$ cat config.mk
export PLATFORM = sky130hd
export DESIGN_NAME = seq_det_sched
export DESIGN_NICKNAME = d
export VERILOG_FILES = /design/src/rtl/seq_det_sched.sv
export SDC_FILE = /design/constraint.sdc
export NUM_CORES = 1
export LEC_CHECK = 0
export ABC_CLOCK_PERIOD_IN_PS = 4400
export CAP_MARGIN = 20
export CORE_UTILIZATION = 60
export DETAILED_ROUTE_END_ITERATION = 10
export DONT_BUFFER_PORTS = 1
export PLACE_DENSITY = 0.76
export SLEW_MARGIN = 20
export SYNTH_ARGS = -nofsm -noshare
export SYNTH_HDL_FRONTEND = slang
export SYNTH_SLANG_ARGS = --single-unit
export TNS_END_PERCENT = 1
$ cat constraint.sdc
create_clock -name clk -period 4.4 [get_ports clk]
set_clock_uncertainty 0.05 [all_clocks]
set_input_delay 0.22 -clock clk [delete_from_list [all_inputs] [get_ports clk]]
set_output_delay 0.22 -clock clk [all_outputs]
set_load 0.05 [all_outputs]
$ cat src/rtl/seq_det_sched.sv
// Round-robin scheduler sharing one serial "0110" detector between two word requesters.
// Each word is preceded by a run of '1' flush bits so the detector starts from idle.
module seq_det_sched #(
  parameter int W     = 8,
  parameter int CW    = $clog2(W+1),
  parameter int FLUSH = 3
) (
  input  logic          clk,
  input  logic          rst,
  input  logic          req0_valid_i,
  input  logic [W-1:0]  req0_data_i,
  output logic          req0_ready_o,
  input  logic          req1_valid_i,
  input  logic [W-1:0]  req1_data_i,
  output logic          req1_ready_o,
  output logic          det_x_o,
  input  logic          det_y_i,
  output logic          rsp_valid_o,
  output logic          rsp_id_o,
  output logic [CW-1:0] rsp_count_o,
  input  logic          rsp_ready_i
);

  // state   | meaning
  // S_IDLE  | waiting for a request; grant decided combinationally
  // S_FLUSH | sending FLUSH '1' bits to park the detector
  // S_SHIFT | sending word MSB-first, counting det_y hits
  // S_RESP  | holding result until rsp_ready_i
  typedef enum logic [1:0] {S_IDLE, S_FLUSH, S_SHIFT, S_RESP} state_t;

  localparam int BCW = $clog2((W > FLUSH) ? W : FLUSH);

  state_t         state_q;
  logic [W-1:0]   shreg_q;
  logic [BCW-1:0] bitcnt_q;
  logic [CW-1:0]  cnt_q;
  logic [CW-1:0]  cnt_d;
  logic           id_q;
  logic           last_grant_q;
  logic           det_x_q;
  logic           rsp_valid_q;

  logic           gnt_id;
  logic [W-1:0]   gnt_data;
  logic           in_idle;
  logic           accept;
  logic           bit_tc;

  always_comb begin
    gnt_id       = req1_valid_i & (~req0_valid_i | ~last_grant_q);
    gnt_data     = gnt_id ? req1_data_i : req0_data_i;
    // rst gates the readies so nothing looks accepted while the block is held in reset
    in_idle      = rst & (state_q == S_IDLE);
    req0_ready_o = in_idle & req0_valid_i & ~gnt_id;
    req1_ready_o = in_idle & req1_valid_i & gnt_id;
    accept       = req0_ready_o | req1_ready_o;
    bit_tc       = (bitcnt_q == '0);
    cnt_d        = (cnt_q == {CW{1'b1}}) ? cnt_q : cnt_q + 1'b1;
  end

  always_ff @(posedge clk or negedge rst) begin
    if (!rst) begin
      state_q      <= S_IDLE;
      shreg_q      <= '0;
      bitcnt_q     <= '0;
      cnt_q        <= '0;
      id_q         <= 1'b0;
      last_grant_q <= 1'b1;
      det_x_q      <= 1'b1;
      rsp_valid_q  <= 1'b0;
    end else begin
      case (state_q)
        S_IDLE: begin
          det_x_q <= 1'b1;
          if (accept) begin
            shreg_q      <= gnt_data;
            id_q         <= gnt_id;
            last_grant_q <= gnt_id;
            cnt_q        <= '0;
            bitcnt_q     <= BCW'(FLUSH - 1);
            state_q      <= S_FLUSH;
          end
        end
        S_FLUSH: begin
          if (bit_tc) begin
            det_x_q  <= shreg_q[W-1];
            shreg_q  <= {shreg_q[W-2:0], 1'b0};
            bitcnt_q <= BCW'(W - 1);
            state_q  <= S_SHIFT;
          end else begin
            det_x_q  <= 1'b1;
            bitcnt_q <= bitcnt_q - 1'b1;
          end
        end
        S_SHIFT: begin
          if (det_y_i) cnt_q <= cnt_d;
          if (bit_tc) begin
            det_x_q     <= 1'b1;
            rsp_valid_q <= 1'b1;
            state_q     <= S_RESP;
          end else begin
            det_x_q  <= shreg_q[W-1];
            shreg_q  <= {shreg_q[W-2:0], 1'b0};
            bitcnt_q <= bitcnt_q - 1'b1;
          end
        end
        S_RESP: begin
          det_x_q <= 1'b1;
          if (rsp_ready_i) begin
            rsp_valid_q <= 1'b0;
            state_q     <= S_IDLE;
          end
        end
        default: begin
          det_x_q     <= 1'b1;
          rsp_valid_q <= 1'b0;
          state_q     <= S_IDLE;
        end
      endcase
    end
  end

  assign det_x_o     = det_x_q;
  assign rsp_valid_o = rsp_valid_q;
  assign rsp_id_o    = id_q;
  assign rsp_count_o = cnt_q;

endmodule

# After elaboration in Yosys (flattened, before gate mapping)
# Index checks and enable logic that the tools add are counted.
# word_totals
reg_bits	21
input_bits	22
out_inout_bits	9
word_cells	68
# classes
add_sub_neg	2
n_eq_ne	11
mux	24
n_bitwise	11
n_reduce_logical	12
# ops
operator	count
$mux 8	4
$pmux 8 s3	1
$ne 2x2->1 const B	7
$mux 4	3
$reduce_and 4->1	3
$mux 3	3
$pmux 3 s3	1
$mux 2	4
$pmux 2 s4	1
$pmux 4 s2	1
$and 1x1->1	6
$reduce_and 3->1	2
$add 4x1->4 const B	1
$eq 2x2->1 const B	2
$eq 4x4->1 const B	1
$mux 1	4
$reduce_bool 2->1	2
$logic_not 3->1	1
$not 1->1	3
$pmux 1 s3	1
$reduce_bool 3->1	1
$sub 3x1->3 const B	1
$eq 2x1->1 const B	1
$logic_not 2->1	1
4 further kinds	5

# Logic depth before layout (Yosys ltp)
# depth
depth_word	8
ltp_mapped	7
depth_no_buf	6

# Least setup slack after synthesis
# Ideal clock, no wire load.
# synth_timing
path_type	reg2out
start	register state_q[0]
end	output req1_ready_o
arrival_ns	1.696
required_time_ns	4.130
setup_slack_ns	2.434
stages_incl_launch_ff	6
n_path_buf	1
cell_sequence	dfrtp_1 inv_1 ha_1 clkbuf_2 nand3_1 a21oi_1
# synth_via
elab_chain_cells	4
# synth_rtl
item	line	rtl
start, declared	33	state_t state_q;
start signal, assigned	63	state_q <= S_IDLE;
start signal, assigned	81	state_q <= S_FLUSH;
start signal, assigned	89	state_q <= S_SHIFT;
$logic_not 2->1	53	in_idle = rst & (state_q == S_IDLE);
$and 1x1->1	53	
$and 1x1->1 (2 in series)	55	req1_ready_o = in_idle & req1_valid_i & gnt_id;
end, declared	15	output logic req1_ready_o,
# No other way between the ends.

# Worst setup path in the final report
# layout_timing
start	register state_q[0]
end	output req0_ready_o
# layout_via
elab_chain_cells	4
# layout_rtl
item	line	rtl
$logic_not 2->1	53	
$and 1x1->1	53	
$and 1x1->1 (2 in series)	54	req0_ready_o = in_idle & req0_valid_i & ~gnt_id;
end, declared	12	output logic req0_ready_o,
# No other way between the ends.

==> flow_metrics.tcl <==
set metrics [dict create \
    die_area_sq_um 2372 \
    synth_edf_count 0 \
    status "complete, no violations" \
    worst_pin_slew_ns 1.082 \
    ys_seq_area_frac 0.4034 \
    combPwrFrac 0.550 \
    n_antenna_cell 0 \
    reg2reg_from "state_q[0]" \
    finalCritPeriodShare 0.5628 \
    htree_levels 1 \
    cpPeakStageDelay_ns 0.82 \
    cts_buffers 3 \
    yosys_warnings 0 \
    coreArea_sq_um 2002 \
    yosys.area.top_type "dfrtp_1" \
    rsz0062_at_grt "false" \
    synth_top_area_frac 0.3633 \
    clock_latency_ns 0.30 \
    drtPass1Iterations 4 \
    critPathLaunchType "flop" \
    hold_viol 0 \
    grt_start_max_net_pins 22 \
    cp.required_ns 4.13 \
    switching_share 0.4700 \
    slowest_stage "a21oi_1" \
    internal-power_uw 655.2 \
    setup_tns_ns 0 \
    power_leakage_uw 0.0005760 \
    cts_resized 0 \
    grt_use_total 0.2277 \
    vias 992 \
    slew_headroom 0.2789 \
    worst_ep_arrival_time_ns 2.21 \
    synth-async-reset-ratio 1.000 \
    cts_buffer_depth 2 \
    hold_depth 2 \
    syn_inst 139 \
    hold_class "primary input to flop" \
    grt_pass1_vias 997 \
    synth_flop_cell "dfrtp_1" \
    fin_area_sq_um 1348 \
    worstPathCellList "inv_1 -> ha_1 -> nand3_1 -> a21oi_1" \
    slew_viol_final 0 \
    fin_crit_ns 2.476 \
    holdPathEnd "last_grant_q" \
    p_per_area_nw_per_um2 917.4 \
    syn_nets 168 \
    drtIter0Drc 13 \
    floorplan.initialDensity 0.6537 \
    pin_count 31 \
    drt_wl_total_microns 2454 \
    ff2ff_setup_slack_ns 2.25 \
    rows 16 \
    gr-total-overflow 0 \
    synth_top_family_by_area "compound AO/OA/AOI/OAI gates" \
    ys_ff_latch 21 \
    vias_per_cell 6.012 \
    n_fill_cell 168 \
    gp_congestion 0.8758 \
    antenna_left 0 \
    ir_worst_vdd_mv 0.4481 \
    port_buffers 0 \
    hp-start "req1_valid_i" \
    synthMuxAreaShare 0.1099 \
    fp.dieH_microns 48.71 \
    cts-root-buf "clkbuf_4" \
    path_max_fanout 7 \
    antenna_found_initial 0 \
    wire_per_inst_microns 14.87 \
    area_growth_syn_to_layout_pct 2.964 \
    rr_endpoint "rsp_id_o" \
    synthTopCellsByArea "dfrtp_1 (36%), mux2_2 (9.5%), a21oi_1 (8.4%)" \
    p_clk_frac 0.076 \
    worstSetupStartpoint "state_q[0]" \
    synth.top_cells.by_count "a21oi_1 (22), dfrtp_1 (19), nand2_1 (15)" \
    place_area_sq_um 1310 \
    max_freq_mhz 403.8 \
    worst-r2r-cell-count 5 \
    synth.distinct_cells 34 \
    synth-compound-area-share 0.2266 \
    synth_xor_area_frac 0 \
    power.net_switching_uw 581.0 \
    critPathKind "flop to primary output" \
    grt_pass1_wl_microns 4222 \
    synthAdderAreaFrac 0.06692 \
    timing.max_cap.violations 0 \
    total_power_uw 1236 \
    synth_simple_gate_area_share 0.1453 \
    layout-drive-gt1-share 0.1667 \
    crit_path_end_kind "primary output" \
    cts_tree "done" \
    die_x_microns 48.71 \
    syn_area_per_cell_sq_um 9.416 \
    cts.reportedPaths.clkPinSlew_ns 0.13 \
    drcViolationCount 0 \
    setup_viol 0 \
    dpl.hpwl_microns 1795 \
    pwr-share-seq 0.374 \
    yosys.cell_count.top_type "a21oi_1" \
    synth_area_sq_um 1309 \
    numClockSinks 21 \
    final_nets 168 \
]
-- logic make-up (layout without fill, tap and decap cells) --
family          count (synthesis)  count (layout)
mux                            13              13
fa+ha+maj                       7               7
compound gates                 45              45
flops                          21              21
simple gates                   39              39
buf+inv                        14              13
-- cell type report --
class,instances,area [sq um],share of cell area
clock buffers,3,22.52,0.01671
well taps,27,33.78,0.02507
inverters,8,30.03,0.02228
repair buffers,1,10.01,0.007428
flip-flops and latches,21,528.0,0.3918
multi-input cells,104,718.2,0.5330
clock inverters,1,5.005,0.003714
-- sequential cells by signal (all words and copies together), names as in the netlist --
signal	flops
shreg_q	8
det_x_o	1
bitcnt_q	3
rsp_count_o	4
state_q	2
last_grant_q	1
rsp_valid_o	1
rsp_id_o	1
-- layer usage --
metal | global-route usage | vias to the layer above | wire (microns)
li1 | - | 482 | -
met3 | 0.03459 | 4 | 109
met1 | 0.2840 | 481 | 1060
met4 | 0.08824 | 0 | 29
met2 | 0.3935 | 25 | 1255
met5 | 0 | - | 0
-- critical path: cells and delay by family, from the launching register on --
kind            cells  cell delay [ns]
fa+ha+maj           1             0.36
flops               1             0.42
buf+inv             1             0.11
simple gates        1             0.18
compound gates      1             0.82
-- cells in the final DEF (no fill, tap or decap), types with 3 or more instances in the layout --
cell type	instances
dfrtp_1	19
o21ai_0	7
mux2_2	11
nor2b_1	10
nand2_1	15
nand3_1	4
a21oi_1	22
nor2_1	5
clkbuf_4	3
ha_1	7
inv_1	8
-- worst max-delay path by stage --
stage                        end  slack (ns)
global route        req1_ready_o        1.75
global placement    req0_ready_o        2.30
floorplan           req1_ready_o        2.43
finish              req0_ready_o        1.92
detailed placement      rsp_id_o        2.26
CTS                 req1_ready_o        1.90
-- per-stage QoR --
stage	hold slack, ns	setup WS [ns]	util	std cells
6_report	0.005067	1.924	0.6731	165
5_1_grt	0.02678	1.751	0.6731	165
4_1_cts	0.006411	1.900	0.6731	165
3_5_place_dp	-0.1251	2.255	0.6544	160
3_3_place_gp	-0.1252	2.302	0.6544	160
2_1_floorplan	-0.1256	2.434	-	139
-- power groups by stage --
| stage | sequential, uW | combinational (uW) | clock, uW |
|---|---|---|---|
| floorplan | 450 | 591 | 0 |
| global placement | 462 | 644 | 0 |
| detailed placement | 469 | 678 | 0 |
| CTS | 464 | 684 | 96.2 |
| global route | 476 | 762 | 106 |
| finish | 463 | 680 | 93.6 |
-- repair_timing --
action | 4_1_cts | 5_1_grt
endpoints found under the setup margin | 0 | 0
hold endpoints to repair | 21 | 0
setup buffers | 0 | 0
hold buffers | 1 | 0
No activity file was read; power rests on OpenSTA's default activity.
